### config.mk
export PLATFORM = sky130hd
export DESIGN_NAME = omsp_hmac_msg_feeder_flat
export DESIGN_NICKNAME = d
export VERILOG_FILES = /design/src/rtl/omsp_hmac_msg_feeder_if.sv /design/src/rtl/omsp_hmac_msg_feeder.sv /design/src/flat_wrapper.sv
export SDC_FILE = /design/constraint.sdc
export NUM_CORES = 1
export LEC_CHECK = 0
export CAP_MARGIN = 10
export CELL_PAD_IN_SITES_DETAIL_PLACEMENT = 0
export CELL_PAD_IN_SITES_GLOBAL_PLACEMENT = 1
export CORE_MARGIN = 2
export CORE_UTILIZATION = 40
export CTS_BUF_LIST = sky130_fd_sc_hd__clkbuf_2 sky130_fd_sc_hd__clkbuf_4 sky130_fd_sc_hd__clkbuf_8
export DETAILED_ROUTE_END_ITERATION = 8
export GPL_ROUTABILITY_DRIVEN = 1
export PLACE_DENSITY = 0.95
export SYNTH_ARGS = -nofsm -noshare
export SYNTH_HDL_FRONTEND = slang
export SYNTH_SLANG_ARGS = --single-unit
### constraint.sdc
create_clock -name clk -period 6.13 [get_ports clk]
set_clock_uncertainty 0.05 [all_clocks]
set_input_delay 0.9195 -clock clk [delete_from_list [all_inputs] [get_ports clk]]
set_output_delay 0.9195 -clock clk [all_outputs]
set_load 0.03 [all_outputs]
### src/rtl/omsp_hmac_msg_feeder_if.sv
// Memory-port and HMAC-command bundle between the message feeder and its neighbours.
interface omsp_hmac_msg_feeder_if #(
  parameter int ADDR_W = 16
);
  logic [ADDR_W-1:0] mem_addr;
  logic              mem_rd;
  logic [15:0]       mem_din;
  logic              mem_wr;
  logic [15:0]       mem_dout;
  logic              hmac_start_continue;
  logic              hmac_data_available;
  logic [7:0]        hmac_data_in;
  logic [7:0]        hmac_data_out;
  logic              hmac_busy;

  modport master (
    output mem_addr, mem_rd, mem_wr, mem_dout,
    output hmac_start_continue, hmac_data_available, hmac_data_in,
    input  mem_din, hmac_data_out, hmac_busy
  );

  modport slave (
    input  mem_addr, mem_rd, mem_wr, mem_dout,
    input  hmac_start_continue, hmac_data_available, hmac_data_in,
    output mem_din, hmac_data_out, hmac_busy
  );
endinterface

### src/rtl/omsp_hmac_msg_feeder.sv
// Streams a byte-granular memory region into the HMAC core, finalises it and
// writes the squeezed tag back to memory as little-endian words.
module omsp_hmac_msg_feeder #(
  parameter int ADDR_W    = 16,
  parameter int TAG_BYTES = 16
) (
  input  logic              clk,
  input  logic              reset,
  input  logic              start,
  input  logic [ADDR_W-1:0] msg_start,
  input  logic [ADDR_W-1:0] msg_end,
  input  logic [ADDR_W-1:0] tag_addr,
  output logic              busy,
  output logic              done,
  output logic              error,
  omsp_hmac_msg_feeder_if.master bus
);

  localparam int IW = (TAG_BYTES > 2) ? $clog2(TAG_BYTES) : 1;
  localparam logic [IW-1:0] LAST_IDX = IW'(TAG_BYTES - 1);

  localparam logic [3:0] S_IDLE     = 4'd0;
  localparam logic [3:0] S_CHECK    = 4'd1;
  localparam logic [3:0] S_RD_REQ   = 4'd2;
  localparam logic [3:0] S_RD_WAIT  = 4'd3;
  localparam logic [3:0] S_MSG_CMD  = 4'd4;
  localparam logic [3:0] S_MSG_WAIT = 4'd5;
  localparam logic [3:0] S_FIN_CMD  = 4'd6;
  localparam logic [3:0] S_FIN_WAIT = 4'd7;
  localparam logic [3:0] S_OUT_CMD  = 4'd8;
  localparam logic [3:0] S_OUT_WAIT = 4'd9;
  localparam logic [3:0] S_WR       = 4'd10;
  localparam logic [3:0] S_DONE     = 4'd11;

  logic [3:0]        state;
  logic [ADDR_W-1:0] cur;
  logic [ADDR_W-1:0] end_r;
  logic [ADDR_W-1:0] tag_r;
  logic [15:0]       word_buf;
  logic [IW-1:0]     out_idx;
  logic              guard;
  logic              error_r;

  logic [ADDR_W-1:0] cur_nxt;
  logic              reject;
  logic              accept;
  logic [ADDR_W-1:0] wr_off;

  assign cur_nxt = cur + ADDR_W'(1);
  // msg_end == 0 stands for 2^ADDR_W so a region may run up to the top of memory
  assign reject  = tag_r[0] | ({(end_r == '0), end_r} <= {1'b0, cur});
  assign accept  = start & ((state == S_IDLE) | (state == S_DONE));

  always_ff @(posedge clk) begin
    if (reset) begin
      state    <= S_IDLE;
      cur      <= '0;
      end_r    <= '0;
      tag_r    <= '0;
      word_buf <= '0;
      out_idx  <= '0;
      guard    <= 1'b0;
      error_r  <= 1'b0;
    end else if (accept) begin
      cur     <= msg_start;
      end_r   <= msg_end;
      tag_r   <= tag_addr;
      out_idx <= '0;
      error_r <= 1'b0;
      state   <= S_CHECK;
    end else begin
      case (state)
        S_IDLE: ;
        S_CHECK: begin
          if (reject) begin
            error_r <= 1'b1;
            state   <= S_DONE;
          end else begin
            state <= S_RD_REQ;
          end
        end
        S_RD_REQ:  state <= S_RD_WAIT;
        S_RD_WAIT: begin
          word_buf <= bus.mem_din;
          state    <= S_MSG_CMD;
        end
        S_MSG_CMD: if (!bus.hmac_busy) begin
          guard <= 1'b1;
          state <= S_MSG_WAIT;
        end
        S_MSG_WAIT: begin
          if (guard) begin
            guard <= 1'b0;
          end else if (!bus.hmac_busy) begin
            cur <= cur_nxt;
            if (cur_nxt == end_r)  state <= S_FIN_CMD;
            else if (!cur[0])      state <= S_MSG_CMD;
            else                   state <= S_RD_REQ;
          end
        end
        S_FIN_CMD: if (!bus.hmac_busy) begin
          guard <= 1'b1;
          state <= S_FIN_WAIT;
        end
        S_FIN_WAIT: begin
          if (guard)                 guard <= 1'b0;
          else if (!bus.hmac_busy)   state <= S_OUT_CMD;
        end
        S_OUT_CMD: if (!bus.hmac_busy) begin
          guard <= 1'b1;
          state <= S_OUT_WAIT;
        end
        S_OUT_WAIT: begin
          if (guard) begin
            guard <= 1'b0;
          end else if (!bus.hmac_busy) begin
            if (!out_idx[0]) begin
              word_buf[7:0] <= bus.hmac_data_out;
              out_idx       <= out_idx + IW'(1);
              state         <= S_OUT_CMD;
            end else begin
              word_buf[15:8] <= bus.hmac_data_out;
              state          <= S_WR;
            end
          end
        end
        S_WR: begin
          if (out_idx == LAST_IDX) begin
            state <= S_DONE;
          end else begin
            out_idx <= out_idx + IW'(1);
            state   <= S_OUT_CMD;
          end
        end
        S_DONE:  state <= S_IDLE;
        default: state <= S_IDLE;
      endcase
    end
  end

  always_comb begin
    wr_off    = ADDR_W'(out_idx);
    wr_off[0] = 1'b0;

    busy  = (state != S_IDLE) && (state != S_DONE);
    done  = (state == S_DONE);
    error = error_r;

    bus.mem_rd   = (state == S_RD_REQ);
    bus.mem_wr   = (state == S_WR);
    bus.mem_addr = '0;
    if (state == S_RD_REQ) bus.mem_addr = {cur[ADDR_W-1:1], 1'b0};
    else if (state == S_WR) bus.mem_addr = tag_r + wr_off;
    bus.mem_dout = (state == S_WR) ? word_buf : '0;

    bus.hmac_start_continue = ((state == S_MSG_CMD) || (state == S_FIN_CMD) ||
                               (state == S_OUT_CMD)) && !bus.hmac_busy;
    bus.hmac_data_available = (state == S_MSG_CMD) && !bus.hmac_busy;
    // cur only advances when the command completes, so the byte stays stable
    bus.hmac_data_in = '0;
    if ((state == S_MSG_CMD) || (state == S_MSG_WAIT))
      bus.hmac_data_in = cur[0] ? word_buf[15:8] : word_buf[7:0];
  end

endmodule
### src/flat_wrapper.sv
// flat-port wrapper written by rule: the top's interface ports become plain ports
module omsp_hmac_msg_feeder_flat 
#(
  parameter int ADDR_W    = 16,
  parameter int TAG_BYTES = 16
)
  (clk, reset, start, msg_start, msg_end, tag_addr, busy, done, error, bus_mem_addr, bus_mem_rd, bus_mem_wr, bus_mem_dout, bus_hmac_start_continue, bus_hmac_data_available, bus_hmac_data_in, bus_mem_din, bus_hmac_data_out, bus_hmac_busy);
  omsp_hmac_msg_feeder_if #(.ADDR_W(ADDR_W)) bus_i ();
  input  logic clk;
  input  logic reset;
  input  logic start;
  input  logic [ADDR_W-1:0] msg_start;
  input  logic [ADDR_W-1:0] msg_end;
  input  logic [ADDR_W-1:0] tag_addr;
  output logic busy;
  output logic done;
  output logic error;
  output wire logic [$bits(bus_i.mem_addr)-1:0] bus_mem_addr;
  output wire logic [$bits(bus_i.mem_rd)-1:0] bus_mem_rd;
  output wire logic [$bits(bus_i.mem_wr)-1:0] bus_mem_wr;
  output wire logic [$bits(bus_i.mem_dout)-1:0] bus_mem_dout;
  output wire logic [$bits(bus_i.hmac_start_continue)-1:0] bus_hmac_start_continue;
  output wire logic [$bits(bus_i.hmac_data_available)-1:0] bus_hmac_data_available;
  output wire logic [$bits(bus_i.hmac_data_in)-1:0] bus_hmac_data_in;
  input wire logic [$bits(bus_i.mem_din)-1:0] bus_mem_din;
  input wire logic [$bits(bus_i.hmac_data_out)-1:0] bus_hmac_data_out;
  input wire logic [$bits(bus_i.hmac_busy)-1:0] bus_hmac_busy;
  assign bus_mem_addr = bus_i.mem_addr;
  assign bus_mem_rd = bus_i.mem_rd;
  assign bus_mem_wr = bus_i.mem_wr;
  assign bus_mem_dout = bus_i.mem_dout;
  assign bus_hmac_start_continue = bus_i.hmac_start_continue;
  assign bus_hmac_data_available = bus_i.hmac_data_available;
  assign bus_hmac_data_in = bus_i.hmac_data_in;
  assign bus_i.mem_din = bus_mem_din;
  assign bus_i.hmac_data_out = bus_hmac_data_out;
  assign bus_i.hmac_busy = bus_hmac_busy;
  omsp_hmac_msg_feeder #(.ADDR_W(ADDR_W), .TAG_BYTES(TAG_BYTES)) u_core (.clk(clk), .reset(reset), .start(start), .msg_start(msg_start), .msg_end(msg_end), .tag_addr(tag_addr), .busy(busy), .done(done), .error(error), .bus(bus_i));
endmodule
==> results of run 1 <==
-- tightest hold or removal path, cell delays in order (launching register included) --
cell	delay [ps]
dfxtp_1	310
nand2_1	50
a21oi_1	50
-- worst paths after layout --
kind,start,endpoint,cells after the start
hold reg to reg,u_core.tag_r[0],u_core.tag_r[0],2
hold / removal,u_core.tag_r[0],u_core.tag_r[0],2
setup / recovery,u_core.state[3],bus_mem_addr[2],4
setup reg to reg,u_core.cur[0],u_core.state[1],7
-- cells in the final DEF (no fill, tap or decap), types with 10 or more instances in the layout --
cell               n
a211oi_1          21
a21oi_1           62
and2_1            18
and3_1            10
clkbuf_8          10
clkdlybuf4s50_1  121
dfxtp_1           74
ha_1              22
inv_1             23
mux2i_1           26
nand2_1          102
nand3_1           14
nand4_1           12
nor2_1            56
nor3_1            11
o21ai_0           26
o21ai_1           13
xnor2_1           21
xor2_1            16
-- where the power goes --
part	leakage (nW)	total, W	switching (W)	internal (W)
Clock	0.103	0.000402	0.000196	0.000206
Combinational	1.74	0.000236	0.000114	0.000121
Sequential	0.605	0.000550	0.0000458	0.000504
Total	2.45	0.00119	0.000356	0.000832
-- cells by family after synthesis --
logic type | count (synthesis) | share of synthesized area, %
simple gates | 271 | 27.1
compound gates | 161 | 20.2
mux | 26 | 5.18
buf+inv | 65 | 5.48
flops | 74 | 29.5
xor+xnor | 38 | 6.77
fa+ha+maj | 23 | 5.87
-- stage by stage --
| stage | worst slack (ps) | util [%] | cell area (um2) | std cells |
|---|---|---|---|---|
| after floorplan | 3040 | - | 5030 | 658 |
| after global placement | 2430 | 51.7 | 6290 | 909 |
| after detailed placement | 2310 | 51.7 | 6290 | 909 |
| after CTS | 1910 | 53.4 | 6500 | 925 |
| after global routing | 1600 | 53.4 | 6500 | 925 |
| final | 1890 | 53.4 | 6500 | 925 |
-- metal layers --
layer | global-route usage, % | vias up | share of wire (%)
met5 | 0 | - | 0
met4 | 6.90 | 0 | 1.7
met3 | 5.50 | 23 | 6.4
met2 | 38.0 | 176 | 48
met1 | 28.5 | 2409 | 44
li1 | - | 2515 | -
-- final cells by class --
| cell class | count | area [um2] | share of cell area [%] |
|---|---|---|---|
| inverters | 23 | 86.3 | 1.33 |
| clock buffers | 11 | 145 | 2.23 |
| multi-input cells | 519 | 3270 | 50.3 |
| flip-flops and latches | 74 | 1480 | 22.8 |
| repair buffers | 125 | 1240 | 19.1 |
| well taps | 168 | 210 | 3.24 |
| clock inverters | 5 | 63.8 | 0.982 |
-- sequential cells by signal, summed over array words and instances (netlist names) --
signal / cells
u_core.end_r: 16
u_core.tag_r: 16
u_core.word_buf: 16
u_core.state: 4
u_core.error: 1
u_core.out_idx: 4
u_core.guard: 1
u_core.cur: 16
==> flow_results.org, run 1 <==
** STA
- Post-route minimum period :: between 4000 and 5000 ps
- The total count of hold-check failures in the final report came to 0.
- In the final timing run, aggregate negative setup slack is 0 ps.
- Count of final setup violators :: 0
- Fin crit share :: just under 70%
- Hold is met by slightly above 400 ps.
- Unrepaired setup endpoints after global routing :: no
- The worst pin sits at a relative slew slack of about two fifths.
- Maximum operating frequency :: ~240 MHz
- The max-slew violation count was 0.
- Transition time at the pin with the least slew margin :: 906 ps

** Pwr
- Across the VDD grid, the largest voltage drop is around 0.000095 V.
- The analysis attributes to cell leakage a power of 2.45 nW.
- Total power density per cell area :: 183 mW/mm2
- Total power for the finished layout comes to 0.00119 W.

** Detailed routing
- In the routed design, unresolved DRC markers number 0.
- First-pass DRT Iterations :: 5
- Antenna Nets Post-Route :: 0
- The final layout contains routed wiring with a total length of roughly 15000 um.
- The routed layout has 5123 vias.
- Average wire per standard cell :: about 16 um
- After the first detailed-routing iteration, the DRC count stood at 305.
- Dividing the detail-routed via count by the number of cells gives 5.54.

** Placement
- At the end of routability-driven placement, the weighted congestion stood at 0.860.
- Number of input and output port buffers inserted :: 122
- Detailed placement ended at an HPWL of around 11000 um.

** Global routing
- Entering global routing, the biggest net connects 67 pins.
- Initial antenna violation count :: 0
- The via count of the first global-routing pass was ~5000.
- The total overflow left after global routing is 0.
- Total track usage :: 22.5%
- Global-route wire length before repair :: 24100 um

** CTS
- TritonCTS built the clock tree.
- Clock latency on the worst-skew pair, taken at its later pin, is about 360 ps.
- Sinks on the clock net :: 74
- Number of hold buffers added after CTS :: 0
- After clock tree synthesis, the repair step resized 0 gates.
- In this run the deepest clock path goes through 2 buffers.
- Number of H-tree branching levels :: 3
- After clock tree synthesis, the setup repair step added 0 buffers.
- Clock transition at the registers of the reported paths :: about 80 ps
- Buffers inserted during clock tree synthesis total 9.
- Buffer cell driving the clock tree root :: clkbuf_8

** Synth
- Proportion of synthesized flip-flops having asynchronous set or reset :: 0%
- In this run the cell area of the synthesized design comes to approximately 0.0050 mm2.
- Post-synth EDFFs :: 0
- Synthesized netlist net count :: 757
- The Yosys step of the flow raised 0 warnings.
- Ranked by instance count, the synthesized netlist is headed by nand2_1 (102), dfxtp_1 (74), a21oi_1 (62).
- Most area-consuming cells after synthesis :: dfxtp_1 (29%), nand2_1 (7.6%), a21oi_1 (6.2%), ha_1 (5.5%), mux2i_1 (5.2%)
- Top-count cell post-synth :: nand2_1
- Main synth FF type :: dfxtp_1
- Cell type contributing the most total cell area after synthesis :: dfxtp_1
- Top-area cell type share of the netlist area :: around 29%
- The number of different library cells used by synthesis comes to slightly above 60.
- After technology mapping, the gate count stands at 658.
- After synthesis the netlist holds a flip-flop and latch count of 74.
- The average instance in the mapped netlist occupies ~7.6 um2.
- Sequential cells were found to cover 29.5% of the synthesized design area.

** Floorplan
- Die span in y :: around 120 um
- Overall die area :: between 0.01 and 0.015 mm2
- Row count :: 40
- The initial utilization of the core area, before any placement, comes to between 40% and 50%.
- The floorplan step set the die width to about 120 um.
- The region available for standard cell placement spans between 0.01 and 0.015 mm2.
- IO Pins :: 123

** Flow run
- The tool flagged a number of max-cap violations equal to 0.

** Critical path
- The setup path with the least slack is of type reg2out.
- For the worst setup path, the data required time is 5160 ps.
- Critical Path Source Type :: flop
- Crit path largest cell delay :: about 800 ps
- Critical path data arrival time :: ~3300 ps
- The signal on the critical path passes through nand3b_1 > inv_1 > a22o_1 > clkdlybuf4s50_1.
- The largest individual stage delay along the critical path comes from the cell dfxtp_1.
- STA classifies the critical path endpoint as a primary output.
- In this design, the largest share of critical-path delay is due to buffers and inverters.
- Largest fanout on the critical path :: 24
- The worst register-to-register path has a setup slack of around 3200 ps.
- Together, buffers and inverters on the worst path number 2.

** Status
- The flow ran to the end, and the final reports show no timing, DRC or antenna violations.

** Worst hold path
- Kind of path behind the tightest hold check :: reg2reg

** Finish
- In the final layout, the share of cells above drive strength 1 is 5.28%.
- Post-synthesis to final-layout area growth :: 29.2%
- The net count of the finished layout is 851.
- 0 antenna diodes ended up in the layout.
- Counting the fill cells in the layout gives roughly 1200.
(Power assumes the default switching activity.)
==> run 2, diff against run 1 <==
--- a/config.mk
+++ b/config.mk
@@ -9,11 +9,11 @@
 export CELL_PAD_IN_SITES_DETAIL_PLACEMENT = 0
 export CELL_PAD_IN_SITES_GLOBAL_PLACEMENT = 1
 export CORE_MARGIN = 2
-export CORE_UTILIZATION = 40
+export CORE_UTILIZATION = 34
 export CTS_BUF_LIST = sky130_fd_sc_hd__clkbuf_2 sky130_fd_sc_hd__clkbuf_4 sky130_fd_sc_hd__clkbuf_8
 export DETAILED_ROUTE_END_ITERATION = 8
 export GPL_ROUTABILITY_DRIVEN = 1
-export PLACE_DENSITY = 0.95
+export PLACE_DENSITY = 0.92
 export SYNTH_ARGS = -nofsm -noshare
 export SYNTH_HDL_FRONTEND = slang
 export SYNTH_SLANG_ARGS = --single-unit
==> constraint.sdc (replaced) <==
create_clock -name clk -period 3.68 [get_ports clk]
set_clock_uncertainty 0.05 [all_clocks]
set_input_delay 0.552 -clock clk [delete_from_list [all_inputs] [get_ports clk]]
set_output_delay 0.552 -clock clk [all_outputs]
set_load 0.03 [all_outputs]
==> flow_results.org, run 2 (synthesis results as in run 1) <==
** Status
- The run finished with clean final reports.

** Finish
- Top library cells by usage in the layout, fill and taps aside :: clkdlybuf4s50_1 (121), nand2_1 (102), dfxtp_1 (74)
- The net count reported at finish came to 860 (+1.1%).
- The fraction of final layout cells sized beyond drive strength 1 came to 6.40% (+1.1 points).
- The utilization after layout came to 45.8% (-7.7 points).
- Compared with the post-synthesis result, the final layout area differs by 31.8%.
- # fillers :: 1430 (+24%)
- The antenna cell count came to 0 (unchanged).
- Most common library cell in the layout ignoring fill and taps :: clkdlybuf4s50_1

** Pwr
- Maximum resistive drop on vdd :: 0.000152 V (+59%)
- The power density over cell area was 322 mW/mm2 (+76%).
- The static leakage power came to 2.52 nW (+2.8%).
- The total power of the final layout was 0.00214 W (+80%).

** STA
- Slew Limit Headroom :: 50.9% (+12 points)
- Unrepaired setup endpoints after global routing :: no
- Worst hold-check slack :: 409 ps (-2.79 ps)
- Final Hold Fails :: 0 (unchanged)
- The worst path uses approximately 94% of the clock period.
- The max-slew violation count was 0 (unchanged).
- The setup-violating endpoint count in the final report came to 0 (unchanged).
- Post-route minimum period :: ~3500 ps
- Derived from the worst setup path, the maximum achievable clock frequency is about 290 MHz.
- Transition time at the pin with the least slew margin :: 737 ps (-169 ps)
- Setup tns final :: 0 ps (unchanged)

** Global routing
- Largest net degree at the start of global routing :: 66 (-1.5%)
- Congestion Overflow GR :: 0 (unchanged)
- The initial antenna violation count was 0 (unchanged).
- Total track usage :: 19.6% (-2.9 points)
- Global-route wire length before repair :: 24900 um (+3.4%)
- Number of global-route vias before repair :: 4832 (-3.7%)

** Critical path
- Largest fanout on the critical path :: 5 (-79%)
- STA classifies the critical path startpoint as a flop.
- The worst-case reg-to-reg path depth came to 7 (unchanged).
- Start-to-end type of the worst setup path :: reg2out
- STA classifies the critical path endpoint as a primary output.
- The arrival time at the worst endpoint came to 2860 ps (-410 ps).
- The data required time of the worst path was 3080 ps (-2080 ps).

** Detailed routing
- Vias per std cell :: 5.27 (-4.8%)
- First-pass DRT Iterations :: 5 (unchanged)
- The post-route antenna net violation count is 0 (unchanged).
- The violation count after the first detailed-route iteration is 387 (+27%).
- Average wire per standard cell :: 16.0 um (-0.20%)
- The DRC violation count after routing came to 0 (unchanged).
- Total wire length after detailed routing :: 15200 um (+2.5%)
- Overall via count from detail_route :: 5010 (-2.2%)

** Floorplan
- The vertical die dimension is 126 um (+8.2%).
- The horizontal die dimension came to 126 um (+8.2%).
- The floorplan row count was 44 (+10%).
- The starting utilization of the core area is 34.7% (-6.6 points).
- Overall die area :: 0.0158 mm2 (+17%)
- The I/O pin count was 123 (unchanged).
- Floorplan Core Area :: 0.0145 mm2 (+19%)

** CTS
- Buffer cell driving the clock tree root :: clkbuf_8
- The number of H-tree levels came to 3 (unchanged).
- The clock sink count came to 74 (unchanged).
- Clock transition at the registers of the reported paths :: 80 ps (about the same)
- The number of buffers created by CTS is 9 (unchanged).
- The hold buffer count at CTS is 0 (unchanged).
- The worst-case clock buffer depth is 2 (unchanged).
- Clock tree from TritonCTS :: built
- The source-to-sink clock delay at the later pin of the worst-skew pair is 370 ps (about the same).
- Setup fix buffers added after clock tree synthesis :: 0 (unchanged)
- # resized after CTS :: 0 (unchanged)

** Worst hold path
- The worst hold path belongs to the class reg2reg.
- Hold path depth :: 2 (unchanged)

** Flow run
- The count of maximum capacitance violations was 0 (unchanged).

** Placement
- Routability cong. :: 0.880 (+2.3%)
- Post-detailed-placement half-perimeter wirelength :: 11100 um (+2.0%)
- Number of input and output port buffers inserted :: 122 (unchanged)
==> run 2: metal layers <==
metal | vias to the layer above | global-route usage, % | part of all wire (%)
met2 | 127 | 31.4 | 46
met3 | 26 | 3.29 | 5.6
met5 | - | 0 | 0
li1 | 2534 | - | -
met4 | 0 | 7.39 | 2.5
met1 | 2323 | 26.4 | 46
==> run 2: power by group <==
part           switching, W  total [W]  internal, W
logic              0.000202   0.000406     0.000204
clock network      0.000350   0.000821     0.000472
registers         0.0000679   0.000908     0.000840
==> run 2: final cells by class <==
type	instances	area (um2)	share of cell area [%]
clock inverters	6	113	1.70
inverters	23	86.3	1.30
well taps	184	230	3.47
multi-input cells	519	3270	49.4
repair buffers	134	1310	19.7
flip-flops and latches	74	1480	22.4
clock buffers	10	138	2.08
==> run 2: path summary, 6_finish.rpt <==
| path | from | end | slack, ps |
|---|---|---|---|
| setup / recovery | u_core.out_idx[1] | bus_mem_addr[15] | 220 |
| hold / removal | u_core.tag_r[0] | u_core.tag_r[0] | 410 |
| setup reg to reg | u_core.state[0] | u_core.cur[15] | 1150 |
| hold reg to reg | u_core.tag_r[0] | u_core.tag_r[0] | 410 |
==> run 2: stage by stage <==
step | instance area (um2) | setup slack, ps | std cells
after floorplan | 5030 | 958 | 658
after global placement | 6370 | 642 | 934
after detailed placement | 6370 | 624 | 934
after CTS | 6630 | 220 | 950
after global routing | 6630 | 76.0 | 950
final | 6630 | 222 | 950
==> run 2: worst max-delay path, stage by stage (launching register included) <==
cell and delay (ps):
dfxtp_1 410, ha_1 220, fa_1 220, a21o_1 150, nand2_1 100, nor2_1 230, nand3_1 160, xor2_1 160
o21ai_0 140, clkdlybuf4s50_1 710
